[src/rtl/cordic_arbiter.sv]
// Round-robin controller sharing one cordic_core register bus between NUM_REQ requesters.
// Define CORDIC_ARB_TIMEOUT_EN to add a WAIT-state watchdog that answers with resp_err=1.
module cordic_arbiter #(
  parameter int NUM_REQ = 4,
  parameter int ID_W    = 2,
  parameter int TIMEOUT = 64
) (
  input  logic                  clk,
  input  logic                  rst,
  input  logic [NUM_REQ-1:0]    req,
  input  logic [32*NUM_REQ-1:0] angle_in,
  output logic [NUM_REQ-1:0]    ack,
  output logic [31:0]           cos_out,
  output logic [31:0]           sin_out,
  output logic [ID_W-1:0]       resp_id,
  output logic                  resp_err,
  output logic                  busy,
  output logic                  core_write,
  output logic                  core_read,
  output logic [5:0]            core_addr,
  output logic [31:0]           core_wdata,
  input  logic [31:0]           core_rdata,
  input  logic                  core_done
);

  typedef enum logic [2:0] {
    S_IDLE, S_ISSUE, S_WAIT, S_RD_COS, S_RD_SIN, S_ACK
  } state_t;

  state_t state_q, state_d;
  logic [ID_W-1:0]   ptr_q, ptr_d;
  logic [ID_W-1:0]   id_q, id_d;
  logic [ID_W-1:0]   resp_id_q, resp_id_d;
  logic [ID_W:0]     grant;
  logic signed [31:0] angle_q, angle_d;
  logic signed [31:0] cos_cap_q, cos_cap_d;
  logic signed [31:0] cos_out_q, cos_out_d;
  logic signed [31:0] sin_out_q, sin_out_d;

`ifdef CORDIC_ARB_TIMEOUT_EN
  localparam int CNT_W = $clog2(TIMEOUT + 1);
  logic [CNT_W-1:0] cnt_q, cnt_d;
  logic             err_q, err_d;
`endif

  // Returns {found, index} of the first set request at or after p, wrapping.
  function automatic logic [ID_W:0] rr_pick(input logic [NUM_REQ-1:0] r,
                                            input logic [ID_W-1:0]    p);
    logic [ID_W:0] res;
    int j;
    res = '0;
    for (int off = NUM_REQ - 1; off >= 0; off--) begin
      j = int'(p) + off;
      if (j >= NUM_REQ) j = j - NUM_REQ;
      for (int k = 0; k < NUM_REQ; k++) begin
        if (k == j && r[k]) res = {1'b1, ID_W'(k)};
      end
    end
    return res;
  endfunction

  always_comb begin
    state_d   = state_q;
    ptr_d     = ptr_q;
    id_d      = id_q;
    resp_id_d = resp_id_q;
    angle_d   = angle_q;
    cos_cap_d = cos_cap_q;
    cos_out_d = cos_out_q;
    sin_out_d = sin_out_q;
    grant     = rr_pick(req, ptr_q);
`ifdef CORDIC_ARB_TIMEOUT_EN
    cnt_d = cnt_q;
    err_d = err_q;
`endif
    unique case (state_q)
      S_IDLE: begin
        if (grant[ID_W]) begin
          id_d = grant[ID_W-1:0];
          for (int k = 0; k < NUM_REQ; k++) begin
            if (grant[ID_W-1:0] == ID_W'(k)) angle_d = angle_in[32*k +: 32];
          end
          state_d = S_ISSUE;
        end
      end
      S_ISSUE: begin
        state_d = S_WAIT;
`ifdef CORDIC_ARB_TIMEOUT_EN
        cnt_d = '0;
`endif
      end
      S_WAIT: begin
        // done is a single-cycle pulse, so it must win over the watchdog
        if (core_done) state_d = S_RD_COS;
`ifdef CORDIC_ARB_TIMEOUT_EN
        else if (cnt_q == CNT_W'(TIMEOUT - 1)) begin
          state_d   = S_ACK;
          cos_out_d = '0;
          sin_out_d = '0;
          resp_id_d = id_q;
          err_d     = 1'b1;
        end else cnt_d = cnt_q + 1'b1;
`endif
      end
      S_RD_COS: begin
        cos_cap_d = core_rdata;
        state_d   = S_RD_SIN;
      end
      S_RD_SIN: begin
        // Results move to the outputs together so they only change in the ack cycle
        cos_out_d = cos_cap_q;
        sin_out_d = core_rdata;
        resp_id_d = id_q;
`ifdef CORDIC_ARB_TIMEOUT_EN
        err_d = 1'b0;
`endif
        state_d = S_ACK;
      end
      S_ACK: begin
        ptr_d   = (id_q == ID_W'(NUM_REQ - 1)) ? '0 : id_q + 1'b1;
        state_d = S_IDLE;
      end
      default: state_d = S_IDLE;
    endcase
  end

  always_comb begin
    core_write = 1'b0;
    core_read  = 1'b0;
    core_addr  = 6'h00;
    core_wdata = '0;
    case (state_q)
      S_ISSUE: begin
        core_write = 1'b1;
        core_addr  = 6'h04;
        core_wdata = angle_q;
      end
      S_RD_COS: begin
        core_read = 1'b1;
        core_addr = 6'h08;
      end
      S_RD_SIN: begin
        core_read = 1'b1;
        core_addr = 6'h0C;
      end
      default: ;
    endcase
    // Strobes drop in the reset cycle itself, not one cycle later
    if (rst) begin
      core_write = 1'b0;
      core_read  = 1'b0;
    end
  end

  always_comb begin
    for (int k = 0; k < NUM_REQ; k++) begin
      ack[k] = (state_q == S_ACK) && (id_q == ID_W'(k));
    end
  end

  always_ff @(posedge clk) begin
    if (rst) begin
      state_q   <= S_IDLE;
      ptr_q     <= '0;
      id_q      <= '0;
      resp_id_q <= '0;
      cos_out_q <= '0;
      sin_out_q <= '0;
`ifdef CORDIC_ARB_TIMEOUT_EN
      cnt_q <= '0;
      err_q <= 1'b0;
`endif
    end else begin
      state_q   <= state_d;
      ptr_q     <= ptr_d;
      id_q      <= id_d;
      resp_id_q <= resp_id_d;
      cos_out_q <= cos_out_d;
      sin_out_q <= sin_out_d;
`ifdef CORDIC_ARB_TIMEOUT_EN
      cnt_q <= cnt_d;
      err_q <= err_d;
`endif
    end
  end

  always_ff @(posedge clk) begin
    angle_q   <= angle_d;
    cos_cap_q <= cos_cap_d;
  end

  assign cos_out = cos_out_q;
  assign sin_out = sin_out_q;
  assign resp_id = resp_id_q;
  assign busy    = (state_q != S_IDLE);
`ifdef CORDIC_ARB_TIMEOUT_EN
  assign resp_err = err_q;
`else
  assign resp_err = 1'b0;
`endif

endmodule

[config.mk]
export PLATFORM = sky130hd
export DESIGN_NAME = cordic_arbiter
export DESIGN_NICKNAME = d
export VERILOG_FILES = /design/src/rtl/cordic_arbiter.sv
export SDC_FILE = /design/constraint.sdc
export NUM_CORES = 1
export LEC_CHECK = 0
export CAP_MARGIN = 10
export CORE_MARGIN = 2
export CORE_UTILIZATION = 41
export DETAILED_ROUTE_END_ITERATION = 8
export PLACE_DENSITY = 0.8
export SETUP_SLACK_MARGIN = 0.02
export SLEW_MARGIN = 20
export SYNTH_ARGS = -nofsm -noshare
export SYNTH_HDL_FRONTEND = slang
export SYNTH_SLANG_ARGS = --single-unit
[constraint.sdc]
create_clock -name clk -period 2.7 [get_ports clk]
set_clock_uncertainty 0.15 [all_clocks]
set_input_delay 0.54 -clock clk [delete_from_list [all_inputs] [get_ports clk]]
set_output_delay 0.54 -clock clk [all_outputs]
set_load 0.02 [all_outputs]
# Word-level counts from Yosys, hierarchy flattened
# Index checks and enable logic that the tools add are counted.
totals:
  regBits: 137
  in_bits: 167
  output_inout_bits: 112
  word_cells: 112
classes:
  add_sub_neg: 8
  magnitude_cmp: 4
  n_eq_ne: 25
  muxes: 34
  n_reduce_logical: 33
op_table:
  columns: ["operator", "count"]
  rows:
  - ["32-bit 2-to-1 mux", 9]
  - ["3-bit by 32-bit equality test with 1-bit output, first input constant", 8]
  - ["2-bit by 32-bit equality test with 1-bit output, first input constant", 4]
  - ["32-bit logical NOT", 4]
  - ["3-bit 2-to-1 mux", 18]
  - ["1-bit logical AND", 20]
  - ["3-bit case mux with 5 select lines", 1]
  - ["4-bit case mux with 3 select lines", 1]
  - ["3-bit by 3-bit subtractor with 4-bit output, second input constant", 3]
  - ["3-bit greater-or-equal comparator, second input constant", 3]
  - ["2-bit equality test, second input constant", 4]
  - ["2-bit by 2-bit adder with 3-bit output, second input constant", 2]
  - ["3-bit by 2-bit equality test with 1-bit output, second input constant", 2]
  - ["3-bit equality test, second input constant", 2]
  - ["2-bit by 1-bit equality test with 1-bit output, second input constant", 2]
  - ["2-bit logical NOT", 2]
  - ["1-bit 2-to-1 mux", 4]
  - ["2-bit != test, second input constant", 2]
  - ["2-bit AND reduction", 2]
  - ["4-bit nonzero test", 1]
  - ["2-bit by 3-bit subtractor with 4-bit output, second input constant", 1]
  - ["2-bit by 1-bit adder with 3-bit output, second input constant", 1]
  - ["3-bit by 1-bit equality test with 1-bit output, second input constant", 1]
  - ["2-bit by 3-bit greater-or-equal comparator with 1-bit output, second input constant", 1]
  - ["other kinds (6)", 6]

# Longest topological paths before layout
depth:
  ltp_word: 26
  ltp_mapped: 7
  mapped_depth_nobuf: 5

# Worst setup path after synthesis
# No wires, ideal clock.
synth_path:
  path_type: "register to output"
  startpoint: "register state_q[1]"
  endpoint: "output core_read"
  t_arrival_ns: 2.001
  required_time_ns: 2.010
  slack_ns: 0.009
  stages_incl_launch_ff: 5
  path_buffers: 1
  path_cell_list: "dfxtp_1 > buf_2 > and3_1 > or2_2 > nor2b_1"
synth_between:
  elab_chain_len: 4
  word_cells_on_any_way: 5
  classes_between: "2 x eq/ne; 2 x mux; 1 x reduce/logical"
synth_lines:
  columns: ["element", "line", "rtl"]
  rows:
  - ["start, declared", "30", "state_t state_q, state_d;"]
  - ["start signal, assigned", "174", "state_q <= state_d;"]
  - ["3-bit equality test or 3-bit by 2-bit equality test with 1-bit output (tied branches)", "132", "case (state_q)"]
  - ["2-bit OR reduction (no source line) (*)", null, null]
  - ["1-bit 2-to-1 mux (*)", "132", null]
  - ["1-bit 2-to-1 mux (*)", "149", "if (rst) begin"]
  - ["end, declared", "19", "output logic core_read,"]
# Every way passes the cells marked *; elsewhere a longest branch is shown, timed or not.

# Worst setup path after layout
layout_path:
  startpoint: "register state_q[1]"
  endpoint: "output ack[3]"
layout_between:
  elab_chain_len: 2
layout_lines:
  columns: ["element", "line", "rtl"]
  rows:
  - ["3-bit equality test", "157", "ack[k] = (state_q == S_ACK) && (id_q == ID_W'(k));"]
  - ["1-bit logical AND", "157", null]
  - ["end, declared", "12", "output logic [NUM_REQ-1:0] ack,"]
# No other way between the ends.

==> results.md <==
Clock network:
- Clock tree synthesis inserted a total of 17 buffers.
- The CTS tree is built.
- The library cell used as clock root buffer is sky130_fd_sc_hd__clkbuf_16.
- The clock input transition at the sequential cells of the worst setup and hold paths is approximately 0.06 ns.
- Hold repair after CTS inserted 0 buffers.
- Counting every sink on the clock net gives 137.
- The clock reaches the later pin of the worst-skew pair after a little over 0.4 ns.
- The buffer depth of the longest clock path is 2.
- The depth of the CTS H-tree is 4.

Cells and area:
- The most common library cell in the layout ignoring fill and taps is sky130_fd_sc_hd__clkdlybuf4s50_1.
- In the layout the commonest cells are 236 x sky130_fd_sc_hd__clkdlybuf4s50_1, 135 x sky130_fd_sc_hd__nand2_1, 72 x sky130_fd_sc_hd__a21oi_1, 71 x sky130_fd_sc_hd__inv_1, 71 x sky130_fd_sc_hd__dfxtp_1.
- The final-stage net count is 1047.
- Of the cells placed in the final design, the portion with a size suffix greater than 1 is ~6.7%.
- Fill cells in the final layout number roughly 1100.
- From synthesis to final layout, the design area changed by 58.3%.
- The antenna diode count is 0.
- Leaving out filler cells and counting taps, the final layout contains between 1000 and 1500.

Hold path:
- The worst hold path belongs to the class flop to flop.

Run:
- The number of max-cap violations is 0.

Floorplanning:
- The die width is 124 um.
- The core region is about 0.014 mm^2.
- The standard-cell row count is 43.
- The initial utilization of the core area, before any placement, comes to between 40% and 50%.
- During I/O placement, the number of pins put on the boundary was roughly 280.
- The die covers 0.0154 mm^2.
- The overall die height is 124 um.

Synthesis:
- The synthesized design contains 64 enable-type register cells.
- Counting flops and latches in the post-synthesis netlist gives about 140.
- The post-synthesis instance area is roughly 0.0059 mm^2.
- The sequential-to-total area share from yosys stat is a little under three fifths.
- The number of distinct library cells after synthesis is 37.
- The most frequently used flop master after synthesis is sky130_fd_sc_hd__dfxtp_1.
- The share of async-settable or async-resettable flops after synthesis is 0%.
- During synthesis, Yosys emitted a total of 0 warnings.
- After technology mapping, the gate count stands at just over 600.
- A synthesized cell averages slightly below 10 um^2.

Detailed routing:
- The number of detailed-route iterations in the first pass is 5.
- The initial detailed-routing violation count is about 350.
- The number of routed nets with antenna violations is 0.
- After detailed routing, the number of vias per cell comes to a little over 5.
- In the routed design, unresolved DRC markers number 0.
- The wire length per cell after detailed routing is 16.5 um.
- The number of vias in the routed layout is between 5000 and 6000.
- The post-detailed-routing wire length is between 15000 and 20000 um.

STA:
- The final period demand of the worst path is between 2 and 3 ns.
- Setup repair after global routing left no endpoint under its margin.
- The total setup violations reported at the end of the flow is 0.
- The transition time at the pin with the least slew margin is 0.791 ns.
- The highest achievable clock rate is roughly 390 MHz.
- The final cycle utilization of the critical path is approximately 96%.
- The number of pins with negative max-slew slack in the final report is 0.
- The number of failing hold endpoints at the final stage is 0.
- Setup total negative slack on the finished layout was measured at 0 ns.
- The smallest setup slack after layout is between 0.1 and 0.15 ns.
- The relative slew slack is a little under half.

Placed design:
- Once detailed placement completed, the half-perimeter wirelength came to approximately 12000 um.
- Input and output buffers added on the ports amount to roughly 270.
- The global placer's final weighted congestion is roughly 0.91.
- The worst-case setup slack after placement is approximately 0.12 ns.
- In this run, placement finished with an instance count of between 1000 and 1500.

Status:
- The flow ran to the end, and the final reports show no timing, DRC or antenna violations.

GRT:
- Global routing used approximately a quarter of the available tracks.
- After global routing the overflow that remains totals 0.
- The first global-routing pass estimated between 20000 and 30000 um of wire.
- Entering global routing, the biggest net connects 75 pins.
- The number of antenna violations at the first check in global routing was 1.
- The via count of the first global-routing pass came to between 5000 and 6000.

Critical path:
- The critical path arrival is 1.89 ns.
- The type of the setup path with the least slack is flop to primary output.
- At the worst endpoint, the required time is between 2 and 2.5 ns.
- The maximum fanout count along the critical path is 9.
- The category of the worst setup path launch point is a flop.
- The worst setup path is captured at a primary output.

Power:
- The leakage power is between 0.003 and 0.004 uW.
- Dividing total power by cell area gives a power density of approximately 620 mW/mm^2.
- The worst-case IR drop observed on VDD is around 0.53 mV.
## routing by layer
layer | routed length (um) | up-vias | track usage (%)
met5 | 16 | - | 0
met4 | 510 | 2 | 10.3
met3 | 1420 | 34 | 7.05
met2 | 9080 | 242 | 41.4
met1 | 6570 | 2473 | 25.5
li1 | - | 2638 | -
## report_power, final
part	total, uW	internal, uW	switching [uW]
clock	2090	1200	887
sequential	2510	2440	69.7
combinational	1230	578	648
total	5830	4220	1600
## repair_timing
action                     CTS  global route
setup buffers                0             0
setup endpoints to repair   40             4
gates resized for setup     39             1
## cell families (layout without fill, tap and decap cells)
kind of cell	after synthesis	after routing	synth area share, %
adders and majority gates	4	4	0.845
other	1	5	0.0633
xor gates and xnor gates	1	1	0.148
buffers and inverters	121	391	8.50
DFF	137	137	57.1
AOI/OAI and AO/OA	150	150	18.0
and+or+nand+nor	200	200	15.1
muxes	1	1	0.169
## worst max-delay path, cell delays in order, from the launching register on
cell	delay, ns
sky130_fd_sc_hd__dfxtp_2	0.37
sky130_fd_sc_hd__and3b_2	0.33
sky130_fd_sc_hd__and2_1	0.16
sky130_fd_sc_hd__clkdlybuf4s50_1	0.63
## state kept, by name, indices dropped and copies added (netlist names)
signal     cells
cos_cap_q     32
sin_out       32
ptr_q          2
angle_q       32
resp_id        2
state_q        3
id_q           2
cos_out       32
## final timing paths
check                           from                 endpoint  slack, ns  depth (start not counted)
max          state_q[1]$_SDFFE_PP0P_                   ack[3]       0.12                          3
min          cos_out[4]$_SDFFE_PP0P_  cos_out[4]$_SDFFE_PP0P_       0.30                          2
min reg2reg  cos_out[4]$_SDFFE_PP0P_  cos_out[4]$_SDFFE_PP0P_       0.30                          2
max reg2reg    ptr_q[1]$_SDFFE_PP0P_    angle_q[27]$_DFFE_PP_       0.68                          5
## synthesized netlist by cell type (all sizes together), types with 3 or more instances
| library cell | n | share of area (%) |
|---|---|---|
| clkbuf | 21 | 1.3 |
| nand2b | 3 | 0.32 |
| o21ai | 4 | 0.34 |
| nor3 | 4 | 0.34 |
| nor2b | 5 | 0.53 |
| a221o | 32 | 5.4 |
| buf | 29 | 2.7 |
| inv | 71 | 4.5 |
| dfxtp | 73 | 25 |
| a21oi | 73 | 6.2 |
| ha | 4 | 0.85 |
| nor2 | 8 | 0.51 |
| edfxtp | 64 | 32 |
| and2 | 36 | 3.8 |
| o32ai | 33 | 5.0 |
| nand2 | 135 | 8.6 |
## area by class of cell
class,count,area [um^2],share of cell area [%]
sequential,137,3390,36.1
tap,180,225,2.40
clock inverter,12,91.3,0.974
clock buffer,20,447,4.76
timing repair buffer,288,2870,30.7
multi-input combinational,361,2090,22.2
inverter,71,267,2.84
## metrics by stage
| step | hold WS, ns | total power (uW) | utilization (%) | instance area [um^2] |
|---|---|---|---|---|
| final | 0.301 | 5830 | 67.0 | 9380 |
| after floorplan | 0.301 | 3140 | - | 5940 |
| after CTS | 0.303 | 5890 | 67.0 | 9370 |
| after global routing | 0.317 | 6080 | 67.0 | 9380 |
| after global placement | 0.290 | 3830 | 63.4 | 8870 |
| after detailed placement | 0.296 | 3850 | 63.4 | 8870 |
(Power assumes the default switching activity.)
